File: config.mk
export PLATFORM = sky130hd
export DESIGN_NAME = counter_sequencer_flat
export DESIGN_NICKNAME = d
export VERILOG_FILES = /design/src/rtl/counter_sequencer_if.sv /design/src/rtl/counter_sequencer.sv /design/src/flat_wrapper.sv
export SDC_FILE = /design/constraint.sdc
export NUM_CORES = 1
export LEC_CHECK = 0
export ABC_AREA = 0
export BUFFER_PORTS_ARGS = -buffer_cell sky130_fd_sc_hd__buf_2
export CELL_PAD_IN_SITES_DETAIL_PLACEMENT = 0
export CELL_PAD_IN_SITES_GLOBAL_PLACEMENT = 2
export CORE_MARGIN = 3
export CORE_UTILIZATION = 40
export CTS_BUF_LIST = sky130_fd_sc_hd__clkbuf_2
export CTS_CLUSTER_SIZE = 28
export DETAILED_ROUTE_END_ITERATION = 7
export GPL_ROUTABILITY_DRIVEN = 0
export PLACE_DENSITY = 0.94
export SLEW_MARGIN = 5
export SYNTH_ARGS = -nofsm -noshare
export SYNTH_HDL_FRONTEND = slang
export SYNTH_SLANG_ARGS = --single-unit
File: constraint.sdc
create_clock -name clk -period 5.6 [get_ports clk]
set_clock_uncertainty 0.15 [all_clocks]
set_input_delay 0.28 -clock clk [delete_from_list [all_inputs] [get_ports clk]]
set_output_delay 0.28 -clock clk [all_outputs]
set_load 0.005 [all_outputs]
File: src/rtl/counter_sequencer_if.sv
// Control/status bundle between register logic and counter_sequencer.
// master drives start/stop/pause/mode/term/presc; slave returns q/tc/busy/done.
// With COUNTER_SEQ_CAPTURE_EN: adds cap (to slave), cap_q and cap_vld (from slave).
interface counter_sequencer_if #(
  parameter int WIDTH      = 8,
  parameter int PRESC_BITS = 4
);
  logic                  start;
  logic                  stop;
  logic                  pause;
  logic                  mode;
  logic [WIDTH-1:0]      term;
  logic [PRESC_BITS-1:0] presc;
  logic [WIDTH-1:0]      q;
  logic                  tc;
  logic                  busy;
  logic                  done;
`ifdef COUNTER_SEQ_CAPTURE_EN
  logic                  cap;
  logic [WIDTH-1:0]      cap_q;
  logic                  cap_vld;
`endif

  modport master (
`ifdef COUNTER_SEQ_CAPTURE_EN
    output cap,
    input  cap_q,
    input  cap_vld,
`endif
    output start,
    output stop,
    output pause,
    output mode,
    output term,
    output presc,
    input  q,
    input  tc,
    input  busy,
    input  done
  );

  modport slave (
`ifdef COUNTER_SEQ_CAPTURE_EN
    input  cap,
    output cap_q,
    output cap_vld,
`endif
    input  start,
    input  stop,
    input  pause,
    input  mode,
    input  term,
    input  presc,
    output q,
    output tc,
    output busy,
    output done
  );
endinterface

File: src/rtl/counter_sequencer.sv
// Run controller for a mod-(term+1) up-counter with prescaler,
// one-shot/periodic modes, pause, and terminal-count pulse.
// Ports: clk, rst (async active-high), bus (counter_sequencer_if.slave).
// Optional macro COUNTER_SEQ_CAPTURE_EN adds cap -> cap_q/cap_vld capture.
module counter_sequencer #(
  parameter int WIDTH      = 8,
  parameter int PRESC_BITS = 4
) (
  input logic               clk,
  input logic               rst,
  counter_sequencer_if.slave bus
);

  typedef enum logic [1:0] {
    IDLE,
    RUN,
    HOLD,
    DONE
  } state_t;

  state_t                state, state_n;
  logic [WIDTH-1:0]      q, q_n;
  logic [WIDTH-1:0]      term_l, term_n;
  logic [PRESC_BITS-1:0] pcnt, pcnt_n;
  logic [PRESC_BITS-1:0] presc_l, presc_n;
  logic                  mode_l, mode_n;
  logic                  tc, tc_n;
  logic                  busy, busy_n;
  logic                  done, done_n;
  logic                  step_en;

  always_ff @(posedge clk or posedge rst) begin
    if (rst) begin
      state   <= IDLE;
      q       <= '0;
      term_l  <= '0;
      pcnt    <= '0;
      presc_l <= '0;
      mode_l  <= 1'b0;
      tc      <= 1'b0;
      busy    <= 1'b0;
      done    <= 1'b0;
    end else begin
      state   <= state_n;
      q       <= q_n;
      term_l  <= term_n;
      pcnt    <= pcnt_n;
      presc_l <= presc_n;
      mode_l  <= mode_n;
      tc      <= tc_n;
      busy    <= busy_n;
      done    <= done_n;
    end
  end

  always_comb begin
    state_n = state;
    q_n     = q;
    term_n  = term_l;
    pcnt_n  = pcnt;
    presc_n = presc_l;
    mode_n  = mode_l;
    tc_n    = 1'b0;
    step_en = 1'b0;
    if (bus.stop) begin
      state_n = IDLE;
      q_n     = '0;
      pcnt_n  = '0;
    end else if (bus.start) begin
      state_n = RUN;
      q_n     = '0;
      pcnt_n  = '0;
      term_n  = bus.term;
      presc_n = bus.presc;
      mode_n  = bus.mode;
    end else begin
      unique case (state)
        RUN: begin
          if (bus.pause) state_n = HOLD;
          else step_en = 1'b1;
        end
        // The release edge counts, so the
        // delay equals the paused cycles.
        HOLD: begin
          if (!bus.pause) begin
            state_n = RUN;
            step_en = 1'b1;
          end
        end
        default: ;
      endcase
      if (step_en) begin
        if (pcnt == presc_l) begin
          pcnt_n = '0;
          if (q == term_l) begin
            tc_n = 1'b1;
            if (mode_l) q_n = '0;
            else state_n = DONE;
          end else begin
            q_n = q + WIDTH'(1);
          end
        end else begin
          pcnt_n = pcnt + PRESC_BITS'(1);
        end
      end
    end
    busy_n = (state_n == RUN) || (state_n == HOLD);
    done_n = (state_n == DONE);
  end

  assign bus.q    = q;
  assign bus.tc   = tc;
  assign bus.busy = busy;
  assign bus.done = done;

`ifdef COUNTER_SEQ_CAPTURE_EN
  logic             cap_r;
  logic             cap_d;
  logic [WIDTH-1:0] cap_q;
  logic             cap_vld;

  // cap_r samples the pin, cap_d delays it:
  // rising edge is seen one edge after sampling.
  always_ff @(posedge clk or posedge rst) begin
    if (rst) begin
      cap_r   <= 1'b0;
      cap_d   <= 1'b0;
      cap_q   <= '0;
      cap_vld <= 1'b0;
    end else begin
      cap_r   <= bus.cap;
      cap_d   <= cap_r;
      cap_vld <= 1'b0;
      if (cap_r && !cap_d && busy) begin
        cap_q   <= q;
        cap_vld <= 1'b1;
      end
    end
  end

  assign bus.cap_q   = cap_q;
  assign bus.cap_vld = cap_vld;
`endif

endmodule

File: src/flat_wrapper.sv
// flat-port wrapper written by rule: the top's interface ports become plain ports
module counter_sequencer_flat 
#(
  parameter int WIDTH      = 8,
  parameter int PRESC_BITS = 4
)
  (clk, rst, bus_start, bus_stop, bus_pause, bus_mode, bus_term, bus_presc, bus_q, bus_tc, bus_busy, bus_done);
  counter_sequencer_if #(.WIDTH(WIDTH), .PRESC_BITS(PRESC_BITS)) bus_i ();
  input logic clk;
  input logic rst;
  input wire logic [$bits(bus_i.start)-1:0] bus_start;
  input wire logic [$bits(bus_i.stop)-1:0] bus_stop;
  input wire logic [$bits(bus_i.pause)-1:0] bus_pause;
  input wire logic [$bits(bus_i.mode)-1:0] bus_mode;
  input wire logic [$bits(bus_i.term)-1:0] bus_term;
  input wire logic [$bits(bus_i.presc)-1:0] bus_presc;
  output wire logic [$bits(bus_i.q)-1:0] bus_q;
  output wire logic [$bits(bus_i.tc)-1:0] bus_tc;
  output wire logic [$bits(bus_i.busy)-1:0] bus_busy;
  output wire logic [$bits(bus_i.done)-1:0] bus_done;
  assign bus_i.start = bus_start;
  assign bus_i.stop = bus_stop;
  assign bus_i.pause = bus_pause;
  assign bus_i.mode = bus_mode;
  assign bus_i.term = bus_term;
  assign bus_i.presc = bus_presc;
  assign bus_q = bus_i.q;
  assign bus_tc = bus_i.tc;
  assign bus_busy = bus_i.busy;
  assign bus_done = bus_i.done;
  counter_sequencer #(.WIDTH(WIDTH), .PRESC_BITS(PRESC_BITS)) u_core (.clk(clk), .rst(rst), .bus(bus_i));
endmodule
==> results.md <==
* Pwr/cell area at between 200 and 250 nW/um^2
* Reg-to-reg endpoint: u_core.bus.busy
* # diodes at 0
* Final net count at roughly 200
* Reg clk slew, reported paths at 0.13 ns
* Final instance area at 1860 sq um
* R2R Path Start: u_core.state[0]
* CP Data Arrival Time at 2.56 ns
* Final wirelength at 3.24 mm
* Tot GR Track Use at 15.4%
* Share of cells above drive strength 1 at 31.3%
* Post-DP HPWL at 2.36 mm
* CTS Sinks at 30
* Skew-Pair Late Insertion Delay at 0.33 ns
* WHS at 0.0260 ns
* FF+latch count, synth at 30
* Max rail drop VDD at 0.000152 V
* RSZ-0062 raised after global routing: no
* Pins Over Slew Limit at 0
* Num rows at 21
* Setup bufs post-CTS at 0
* Minimum clock period at between 2 and 2.5 ns
* H-tree Lvls at 2
* Syn_nets at 161
* DIE AREA at 4650 sq um
* Worst path required time at 5.67 ns
* Final period util at 44.4%
* Die W at 68.2 microns
* Peak Freq at 0.402 GHz
* Critical path startpoint category: register
* Root Driver: clkbuf_2
* Setup total negative slack at 0 ns
* Area Growth Syn to Fin at 20.0%
* Distinct cell type count after synthesis at 30
* # fillers at 327
* CTS resizes at 0
* Slew Limit Headroom at 26.2%
* CTS Buffer Depth at 2
* Footprint of the multi-input gates at 771 sq um
* Routed WL per cell at 14.4 microns
* Run status: complete, no violations
* HP Class: in2reg
* DR vias at 1163
* Core ar. at between 3000 and 4000 sq um
* Maxcap violations at 0
* I/O pins at 29
* Crit path launch: u_core.state[0]
* Worst r2r path cells at 7
* Total grt overflow at 0
* Most frequent cells in the layout: dfrtp_1 (30), buf_2 (28), xor2_1 (13), mux2_2 (13)
* Register area at 751 sq um
* Actual slew at the worst max-slew pin at 1.11 ns
* Largest net degree at the start of global routing at 31
* Vias per cell at 5.17
* DRT Pass-1 Iters at 5
* Port Buf Inserts at 28
* Commonest non-fill, non-tap cell in the layout: dfrtp_1
* CP Class: reg2reg
* Die H at 68.2 microns
* Synthesized area at 1550 sq um
* DR iter-0 viols at 74
* Final hold vios at 0
* First-pass GRT wire length at 5.24 mm
* CP max FO at 6
* Kind of end point of the critical path: register
* CTS tree: done
* Final setup viols at 0
* Sequential share of the synthesized area at 48.5%
* Worst setup path endpoint: u_core.bus.busy
* Num CTS Buffers at 5
* Synth Area per Inst at 11.2 sq um
* DR DRC count at 0
* LEAKAGE at 0.892 nW
* Vias in the first global route at 1113
* Synth warnings at 0
* DP Area at 1740 sq um
* Mapped Cells at 138
* Reg2reg setup slack at 3.11 ns
* Initial antenna violation count at 0
* Remaining antenna violation count after routing at 0
* Initial Util at between 40% and 50%
-- routing by layer --
| layer | wire (microns) | global-route usage [%] |
|---|---|---|
| met1 | 1430 | 20.0 |
| met2 | 1650 | 23.9 |
| met3 | 143 | 4.43 |
| met4 | 17 | 6.20 |
| met5 | 0 | 0 |
-- state kept, by name (all words and copies together), names as in the netlist --
| signal | count |
|---|---|
| u_core.pcnt | 4 |
| u_core.state | 2 |
| u_core.bus.busy | 1 |
| u_core.mode_l | 1 |
| u_core.term_l | 8 |
| u_core.bus.q | 8 |
| u_core.presc_l | 4 |
| u_core.bus.tc | 1 |
| u_core.bus.done | 1 |
-- worst max-delay path, stage by stage, from the launching register on --
cell	delay (ns)
dfrtp_1	0.40
inv_1	0.07
ha_1	0.35
nor2_1	0.46
nand2_4	0.12
or3_4	0.41
a21oi_2	0.17
ha_1	0.25
-- layout make-up --
| type | instances | share of cell area (%) |
|---|---|---|
| repair buffers | 37 | 12.3 |
| multi-input cells | 101 | 41.5 |
| clock buffers | 7 | 1.89 |
| well taps | 46 | 3.10 |
| flip-flops and latches | 30 | 40.4 |
| inverters | 4 | 0.809 |
-- synthesized netlist by cell type (all sizes together) --
cell type  count  share of area (%)
o22ai          1                1.3
nor2          10                2.4
and2           1               0.57
ha             5                4.0
o31ai          2               0.97
o21ai          2               0.65
clkbuf         2               0.49
or3            3                1.5
mux2          13                9.5
inv            4               0.97
a32o           2                1.3
a22o           7                4.0
nand2b         1               0.40
o41ai          1               0.57
nand3          5                1.6
buf            1               0.24
dfrtp         30                 49
nor3           5                1.6
xor2          13                7.4
a21oi          9                3.4
mux2i          2                1.3
nand2         11                3.2
nor2b          1               0.40
nor4           3                2.2
or2            3                1.2
and3           1               0.40
-- per-stage QoR --
step	power (mW)	worst slack (ns)	utilization (%)	std cells
floorplan	0.289	3.42	-	138
global placement	0.305	3.22	49.5	210
detailed placement	0.308	3.12	49.5	210
CTS	0.411	3.10	51.9	222
global route	0.429	2.95	52.7	225
finish	0.405	3.11	52.7	225
-- cells by family after synthesis --
logic type / count (synthesis) / share of synthesized area (%)
adder cells (fa/ha/maj): 5 / 4.04
flip-flops: 30 / 48.5
XOR/XNOR: 13 / 7.36
multiplexers: 15 / 10.8
AO/OA/AOI/OAI: 24 / 12.1
AND/OR/NAND/NOR: 44 / 15.5
buffers and inverters: 7 / 1.70
-- power by group --
group / leakage, nW / internal [mW] / switching (mW)
Clock: 0.0291 / 0.0327 / 0.0651
Combinational: 0.475 / 0.0323 / 0.0319
Sequential: 0.387 / 0.232 / 0.0112
Total: 0.892 / 0.297 / 0.108
-- how the worst min path moves through the flow --
stage          depth (start not counted)           endpoint         start
2_1_floorplan                          1    u_core.state[0]      bus_stop
3_3_place_gp                           2    u_core.state[0]      bus_stop
3_5_place_dp                           2    u_core.state[0]      bus_stop
4_1_cts                                2  u_core.presc_l[0]  bus_presc[0]
5_1_grt                                2   u_core.term_l[7]   bus_term[7]
6_report                               2   u_core.term_l[1]   bus_term[1]
-- repair_timing --
item / CTS / global route
hold endpoints to repair: 5 / 3
endpoints found under the setup margin: 0 / 0
hold buffers: 5 / 3
Power figures use the tool's default switching activity.
